--- config.mk ---
export PLATFORM = sky130hd
export DESIGN_NAME = cond_add_scheduler
export DESIGN_NICKNAME = d
export VERILOG_FILES = /design/src/rtl/cond_add_scheduler.sv
export SDC_FILE = /design/constraint.sdc
export NUM_CORES = 1
export LEC_CHECK = 0
export ABC_AREA = 0
export BUFFER_PORTS_ARGS = -buffer_cell sky130_fd_sc_hd__buf_2
export CAP_MARGIN = 10
export CELL_PAD_IN_SITES_DETAIL_PLACEMENT = 0
export CELL_PAD_IN_SITES_GLOBAL_PLACEMENT = 1
export CORE_ASPECT_RATIO = 1.2
export CORE_MARGIN = 2
export CORE_UTILIZATION = 35
export CTS_CLUSTER_SIZE = 12
export DETAILED_ROUTE_END_ITERATION = 8
export GPL_TIMING_DRIVEN = 0
export PLACE_DENSITY_LB_ADDON = 0.1
export RECOVER_POWER = 50
export SYNTH_ARGS = -nofsm -noshare
export SYNTH_HDL_FRONTEND = slang
export SYNTH_SLANG_ARGS = --single-unit
--- constraint.sdc ---
create_clock -name clk -period 11.3 [get_ports clk]
set_input_delay 1.695 -clock clk [delete_from_list [all_inputs] [get_ports clk]]
set_output_delay 1.695 -clock clk [all_outputs]
set_load 0.02 [all_outputs]
--- src/rtl/cond_add_scheduler.sv ---
// Round-robin scheduler sharing one conditional adder among NREQ requesters.
// Each transaction is one accept cycle, one execute cycle and a response held until it is accepted.
module cond_add_scheduler #(
    parameter int NREQ  = 4,
    parameter int WIDTH = 32,
    localparam int IDW  = (NREQ > 1) ? $clog2(NREQ) : 1
) (
    input  logic                  clk,
    input  logic                  reset,
    input  logic [NREQ-1:0]       req_valid,
    input  logic [NREQ*WIDTH-1:0] req_x,
    input  logic [NREQ*WIDTH-1:0] req_y,
    output logic [NREQ-1:0]       req_ready,
    output logic                  resp_valid,
    input  logic                  resp_ready,
    output logic [IDW-1:0]        resp_id,
    output logic [WIDTH-1:0]      resp_data,
    output logic [15:0]           done_count
);

    localparam int PW = IDW + 1;

    typedef enum logic [1:0] {
        IDLE = 2'd0,
        EXEC = 2'd1,
        RESP = 2'd2
    } state_t;

    state_t           state_q;
    logic [IDW-1:0]   ptr_q;
    logic [IDW-1:0]   id_q;
    logic [WIDTH-1:0] x_q;
    logic [WIDTH-1:0] y_q;
    logic             resp_valid_q;
    logic [IDW-1:0]   resp_id_q;
    logic [WIDTH-1:0] resp_data_q;
    logic [15:0]      done_q;

    logic [WIDTH-1:0] xs [NREQ];
    logic [WIDTH-1:0] ys [NREQ];
    logic             win_found;
    logic [IDW-1:0]   win_idx;
    logic [PW-1:0]    pos;
    logic [WIDTH-1:0] b_d;
    logic [WIDTH-1:0] c_d;
    logic [WIDTH-1:0] sum_d;
    logic [IDW-1:0]   ptr_d;

    always_comb begin
        for (int unsigned k = 0; k < NREQ; k++) begin
            xs[k] = req_x[k*WIDTH +: WIDTH];
            ys[k] = req_y[k*WIDTH +: WIDTH];
        end
    end

    // Scan ptr, ptr+1, ... (mod NREQ); the first valid requester found wins.
    always_comb begin
        win_found = 1'b0;
        win_idx   = '0;
        pos       = '0;
        for (int unsigned k = 0; k < NREQ; k++) begin
            pos = {1'b0, ptr_q} + PW'(k);
            if (pos >= PW'(NREQ)) begin
                pos = pos - PW'(NREQ);
            end
            if (!win_found && req_valid[pos[IDW-1:0]]) begin
                win_found = 1'b1;
                win_idx   = pos[IDW-1:0];
            end
        end
    end

    always_comb begin
        req_ready = '0;
        if (reset && (state_q == IDLE) && win_found) begin
            req_ready[win_idx] = 1'b1;
        end
    end

    always_comb begin
        b_d   = (x_q == '0) ? WIDTH'(1) : WIDTH'(2);
        c_d   = (y_q == WIDTH'(100)) ? WIDTH'(50) : WIDTH'(5);
        sum_d = x_q + y_q + b_d + c_d;
        ptr_d = (id_q == IDW'(NREQ - 1)) ? '0 : id_q + IDW'(1);
    end

    always_ff @(posedge clk) begin
        if (!reset) begin
            state_q      <= IDLE;
            ptr_q        <= '0;
            id_q         <= '0;
            x_q          <= '0;
            y_q          <= '0;
            resp_valid_q <= 1'b0;
            resp_id_q    <= '0;
            resp_data_q  <= '0;
            done_q       <= '0;
        end else begin
            case (state_q)
                IDLE: begin
                    if (win_found) begin
                        x_q     <= xs[win_idx];
                        y_q     <= ys[win_idx];
                        id_q    <= win_idx;
                        state_q <= EXEC;
                    end
                end
                EXEC: begin
                    resp_data_q  <= sum_d;
                    resp_id_q    <= id_q;
                    resp_valid_q <= 1'b1;
                    state_q      <= RESP;
                end
                RESP: begin
                    if (resp_ready) begin
                        resp_valid_q <= 1'b0;
                        done_q       <= done_q + 16'd1;
                        ptr_q        <= ptr_d;
                        state_q      <= IDLE;
                    end
                end
                default: begin
                    resp_valid_q <= 1'b0;
                    state_q      <= IDLE;
                end
            endcase
        end
    end

    assign resp_valid = resp_valid_q;
    assign resp_id    = resp_id_q;
    assign resp_data  = resp_data_q;
    assign done_count = done_q;

endmodule

==> results of run 1 <==
[cells in the mapped netlist, types with 3 or more instances]
cell type  instances  area (um^2)
nand2_1          196          736
dfxtp_1          121         2420
a21oi_1           91          455
ha_1              88         1100
and2_1            78          488
nor2b_1           69          432
a211oi_1          66          495
a311oi_1          64          561
clkbuf_1          64          240
inv_1             27          101
xnor2_1           24          210
and2_0            23          144
a21o_1            21          158
o21ai_0           21          105
o21ai_1           20          100
nor2_1            17         63.8
nor4_1            14         87.6
xor2_1            14          123
nand4_1           13         81.3
nand3_1           11         55.1
a21boi_0          10         75.1
buf_4              9         67.6
fa_1               7          140
and3_1             6         37.5
or3_1              6         37.5
buf_1              5         18.8
nor3_1             5         25.0
buf_2              4         20.0
o21a_1             4         30.0
o21bai_1           4         30.0
a211oi_2           3         37.5
a21oi_2            3         26.3
a31oi_1            3         18.8
and4_1             3         26.3
o211a_1            3         30.0
o211ai_1           3         22.5
o22ai_1            3         18.8
[stage by stage]
step	total power, mW	instances
after floorplan	0.854	1158
after CTS	1.67	1836
after detailed placement	1.05	1804
after global routing	1.76	1839
after global placement	1.05	1804
final	1.66	1839
[layout by cell type (no fill, tap or decap), types with 11 or more instances in the layout]
master       n
and2_0      29
dfxtp_1    121
xor2_1      14
ha_1        88
nand4_1     13
a21o_1      21
a211oi_1    66
a311oi_1    64
clkbuf_1   118
nand2_1    196
nor2_1      17
nor4_1      14
clkbuf_16   17
inv_1       27
o21ai_1     20
nor2b_1     69
a21oi_1     91
nand3_1     11
buf_2      267
and2_1      72
o21ai_0     21
xnor2_1     24
[report_power, final]
group / switching (mW) / leakage (nW) / total (mW) / internal, mW
Sequential: 0.0398 / 0.992 / 0.511 / 0.471
Clock: 0.217 / 0.325 / 0.614 / 0.397
Combinational: 0.324 / 3.98 / 0.534 / 0.211
Total: 0.581 / 5.29 / 1.66 / 1.08
[worst max path at each step]
stage,startpoint,endpoint
after global routing,req_valid[0],req_ready[0]
final,req_valid[0],req_ready[0]
after global placement,req_valid[0],req_ready[0]
after CTS,req_valid[0],req_ready[0]
after floorplan,req_valid[0],req_ready[3]
after detailed placement,req_valid[0],req_ready[0]
[layer usage]
metal | vias up | GRT usage | part of all wire
met5 | - | 0 | 0
met1 | 4428 | 0.312 | 0.42
met3 | 43 | 0.0439 | 0.055
met2 | 306 | 0.458 | 0.50
li1 | 4853 | - | -
met4 | 0 | 0.0793 | 0.021
[state kept, by name (all words and copies together) (netlist names)]
name / cells
resp_data: 32
resp_id: 2
id_q: 2
x_q: 32
resp_valid: 1
ptr_q: 2
state_q: 2
done_count: 16
y_q: 32
[critical path, cell delays in order]
cell	delay [ns]
clkbuf_1	0.11
o41ai_1	1.27
clkbuf_1	0.51
inv_2	0.04
nand2_1	0.14
inv_2	0.10
and3_1	0.21
buf_2	0.16
[cell families (layout without fill, tap and decap cells)]
group / Yosys count / in the layout / synth area share
compound gates: 336 / 336 / 0.256
xor+xnor: 38 / 38 / 0.0364
fa+ha+maj: 95 / 95 / 0.136
buf+inv: 113 / 461 / 0.0522
flops: 121 / 121 / 0.265
mux: 2 / 2 / 0.00232
other cells: 0 / 3 / 0
simple gates: 453 / 453 / 0.252
[area by class of cell]
type                            count  area, um^2  area share
Multi-Input combinational cell    924        6240       0.531
Tap cell                          330         413      0.0352
Inverter                           29         109     0.00927
Buffer                             84         369      0.0314
Timing Repair Buffer              316        1520       0.129
Sequential cell                   121        2420       0.206
Antenna cell                        3        7.51    0.000639
Clock buffer                       17         425      0.0362
Clock inverter                     15         240      0.0205
==> run_results.csv, run 1 <==
group,metric,value,unit
global_route,grtUsageTotal,0.257,
setup_path,r2r_start,"x_q[16]$_SDFFE_PN0P_",
die,die_w,152,um
setup_path,worstSetupPathType,"in2out",
synthesis,synth_nets,1516,
cells_and_area,nets,1851,
sta,setup_viol,0,
setup_path,path_max_fanout,10,
die,die_area,27500,um^2
sta,drv_slew,0,
setup_path,rrSetupSlack,6.64,ns
place,place_area,11100,um^2
synthesis,synth_seq_area_share,0.265,
sta,slew_headroom,0.0105,
die,die_height,181,um
die,placement_rows,64,
global_route,grt_start_max_net_pins,17,
sta,fmax,0.169,GHz
synthesis,synth_seq_cells,121,
setup_path,critPathCaptureType,"output port",
route,via_per_inst,5.24,
clock_network,ctsLongestPathBuffers,2,
global_route,grt_first_pass_wirelength,54100,um
die,core,25600,um^2
global_route,grt-ovfl-total,0,
hold_path,worstHoldStart,"resp_data[19]$_SDFFE_PN0P_",
hold_path,min_to,"resp_data[19]$_SDFFE_PN0P_",
place,gp_congestion,0.898,
synthesis,synth-edff-count,0,
cells_and_area,fin_util,0.458,
run_status,status,"finished with violations",
sta,tns,0,ns
synthesis,synth_warnings,0,
synthesis,ys_types,65,
cells_and_area,fill_cells,2749,
job,drv_cap,1,
die,initial_core_util,0.357,
synthesis,synthFlopType,"dfxtp_1",
clock_network,clock_tree.root_cell,"clkbuf_16",
run_status,violations,"capacitance limit",
sta,finClkSkew,0.00869,ns
route,wirelength,35500,um
clock_network,clock-sinks,121,
route,drcViolationCount,0,
clock_network,cts_hold_buf,0,
clock_network,cts.clk_slew.worst_paths,0.06,ns
clock_network,clk_latency,0.42,ns
route,drtPass1Iterations,5,
clock_network,cts_resized,0,
clock_network,cts_made_buffers,17,
sta,rsz0062_at_grt,"no",
route,ant_nets,0,
sta,hold_viol,0,
setup_path,crit_required,9.61,ns
sta,period_share,0.525,
place,portBuffers,316,
die,io_pins,318,
route,vias,9630,
sta,finalWorstSetupSlack,5.37,ns
cells_and_area,syn2layout_area_growth,28.4,%
synthesis,synth_area,9150,um^2
setup_path,reg2reg_depth,17,
route,first_iter_violations,481,
cells_and_area,stdcell_area,11700,um^2
clock_network,post_cts_buffers,0,
synthesis,synth_cells,1158,
synthesis,avgSynthCellArea,7.90,um^2
synthesis,async_reset_ff_frac,0,
place,hpwl,30100,um
setup_path,worstSetupStartpointType,"primary input",
pwr,p_per_area,141,nW/um^2
route,avgRoutedWirePerCell,19.3,um
global_route,grt_pass1_vias,9789,
hold_path,holdPathStages,2,
sta,worstMarginPinSlew,1.47,ns
global_route,antenna_found_initial,3,
setup_path,cp.arrival,4.24,ns
sta,hold_slack,0.453,ns
setup_path,timing.rr.end,"resp_data[31]$_SDFFE_PN0P_",
sta,finalCriticalPeriod,5.93,ns
place,dp_slack,5.52,ns
hold_path,hold_path.class,"reg2reg",
cells_and_area,drive_gt1_frac,0.216,
clock_network,h-tree-depth,4,
clock_network,cts_tree,"built",
pwr,ir_worst_vdd,0.103,mV
pwr,power.leakage,5.29,nW
No activity file was read; power rests on OpenSTA's default activity.
==> run 2: changes to the inputs <==
clock period = 5.8 ns   (was 11.3 ns; I/O delays follow)
==> run_results.csv, run 2 (same netlist as run 1, synthesis figures left out) <==
group,metric,value,unit
clock_network,post_cts_buffers,0,
sta,finalCriticalPeriod,4.66,ns
pwr,ir_worst_vdd,0.201,mV
sta,worstMarginPinSlew,1.47,ns
cells_and_area,fin_util,0.458,
sta,rsz0062_at_grt,"no",
sta,hold_viol,0,
clock_network,cts_resized,0,
route,drcViolationCount,0,
global_route,grt_start_max_net_pins,17,
run_status,violations,"capacitance limit",
setup_path,worstSetupPathType,"reg2reg",
setup_path,critPathCaptureType,"flop",
setup_path,cp.arrival,4.97,ns
clock_network,cts.clk_slew.worst_paths,0.06,ns
pwr,p_per_area,275,nW/um^2
sta,finalWorstSetupSlack,1.14,ns
place,dp_slack,1.06,ns
cells_and_area,stdcell_area,11700,um^2
route,wirelength,35500,um
route,vias,9633,
die,core,25600,um^2
sta,setup_viol,0,
route,drtPass1Iterations,5,
setup_path,worstSetupStartpointType,"flop",
place,hpwl,30100,um
cells_and_area,instances_no_fill,1839,
place,dp.cells,1804,
place,portBuffers,316,
route,avgRoutedWirePerCell,19.3,um
pwr,power.leakage,5.30,nW
die,die_height,181,um
run_status,status,"finished with violations",
clock_network,clk_latency,0.42,ns
setup_path,crit_required,6.11,ns
cells_and_area,drive_gt1_frac,0.216,
die,die_area,27500,um^2
die,io_pins,318,
cells_and_area,nets,1851,
sta,drv_slew,0,
place,gp_congestion,0.898,
global_route,grt-ovfl-total,0,
global_route,grt_first_pass_wirelength,54100,um
sta,hold_slack,0.453,ns
cells_and_area,syn2layout_area_growth,28.4,%
route,first_iter_violations,477,
sta,tns,0,ns
global_route,grt_pass1_vias,9789,
clock_network,cts_tree,"built",
clock_network,clock-sinks,121,
sta,finClkSkew,0.00912,ns
sta,period_share,0.803,
clock_network,clock_tree.root_cell,"clkbuf_16",
clock_network,cts_hold_buf,0,
route,ant_nets,0,
global_route,antenna_found_initial,3,
clock_network,h-tree-depth,4,
sta,fmax,0.215,GHz
job,drv_cap,1,
die,die_w,152,um
route,via_per_inst,5.24,
sta,slew_headroom,0.0105,
global_route,grtUsageTotal,0.257,
setup_path,path_max_fanout,4,
clock_network,ctsLongestPathBuffers,2,
cells_and_area,final_cell_mix,"buf_2, nand2_1, dfxtp_1, clkbuf_1, a21oi_1",
clock_network,cts_made_buffers,17,
place,place_area,11100,um^2
die,initial_core_util,0.357,
die,placement_rows,64,
pwr,power,3.23,mW
hold_path,hold_path.class,"reg2reg",
cells_and_area,layout_commonest_cell,"buf_2",
[run 2: changes by cell type in the layout (fill, tap and decap cells not counted)]
| cell | delta |
|---|---|
| and2_1 | +1 |
| and2_0 | -1 |
[run 2: worst max-delay path: stages (launching register included)]
cell and delay, ns:
dfxtp_1 0.33, nor4_1 0.41, nand4_1 0.22, nor2_1 0.25, fa_1 0.46, inv_1 0.09, fa_1 0.42, ha_1 0.24
fa_1 0.41, nand3_1 0.11, nand2_1 0.11, a31o_1 0.30, a22oi_4 0.26, o21ai_2 0.10, a21oi_2 0.22, o31ai_2 0.11
or3_1 0.34, and3_1 0.16
[run 2: where the power goes]
part / internal (mW) / switching (mW) / total (mW)
combinational: 0.411 / 0.631 / 1.04
sequential: 0.917 / 0.0778 / 0.995
clock: 0.773 / 0.423 / 1.20
[run 2: worst paths after layout]
path,start,end,slack [ns],cells after the start
max,x_q[16]$_SDFFE_PN0P_,resp_data[31]$_SDFFE_PN0P_,1.14,17
min,resp_data[19]$_SDFFE_PN0P_,resp_data[19]$_SDFFE_PN0P_,0.45,2
max reg2reg,x_q[16]$_SDFFE_PN0P_,resp_data[31]$_SDFFE_PN0P_,1.14,17
min reg2reg,resp_data[19]$_SDFFE_PN0P_,resp_data[19]$_SDFFE_PN0P_,0.45,2
[run 2: final cells by class]
type / count / area (um^2)
Tap cell: 330 / 413
Buffer: 84 / 369
Clock inverter: 15 / 240
Inverter: 29 / 109
Antenna cell: 3 / 7.51
Multi-Input combinational cell: 924 / 6240
Fill cell: 2749 / 13900
Sequential cell: 121 / 2420
Clock buffer: 17 / 425
Timing Repair Buffer: 316 / 1520
[run 2: metal layers]
| metal | global-route usage | vias up | routed length (um) |
|---|---|---|---|
| li1 | - | 4858 | - |
| met1 | 0.312 | 4435 | 15100 |
| met2 | 0.458 | 297 | 17700 |
| met3 | 0.0439 | 43 | 1920 |
| met4 | 0.0793 | 0 | 746 |
| met5 | 0 | - | 0 |
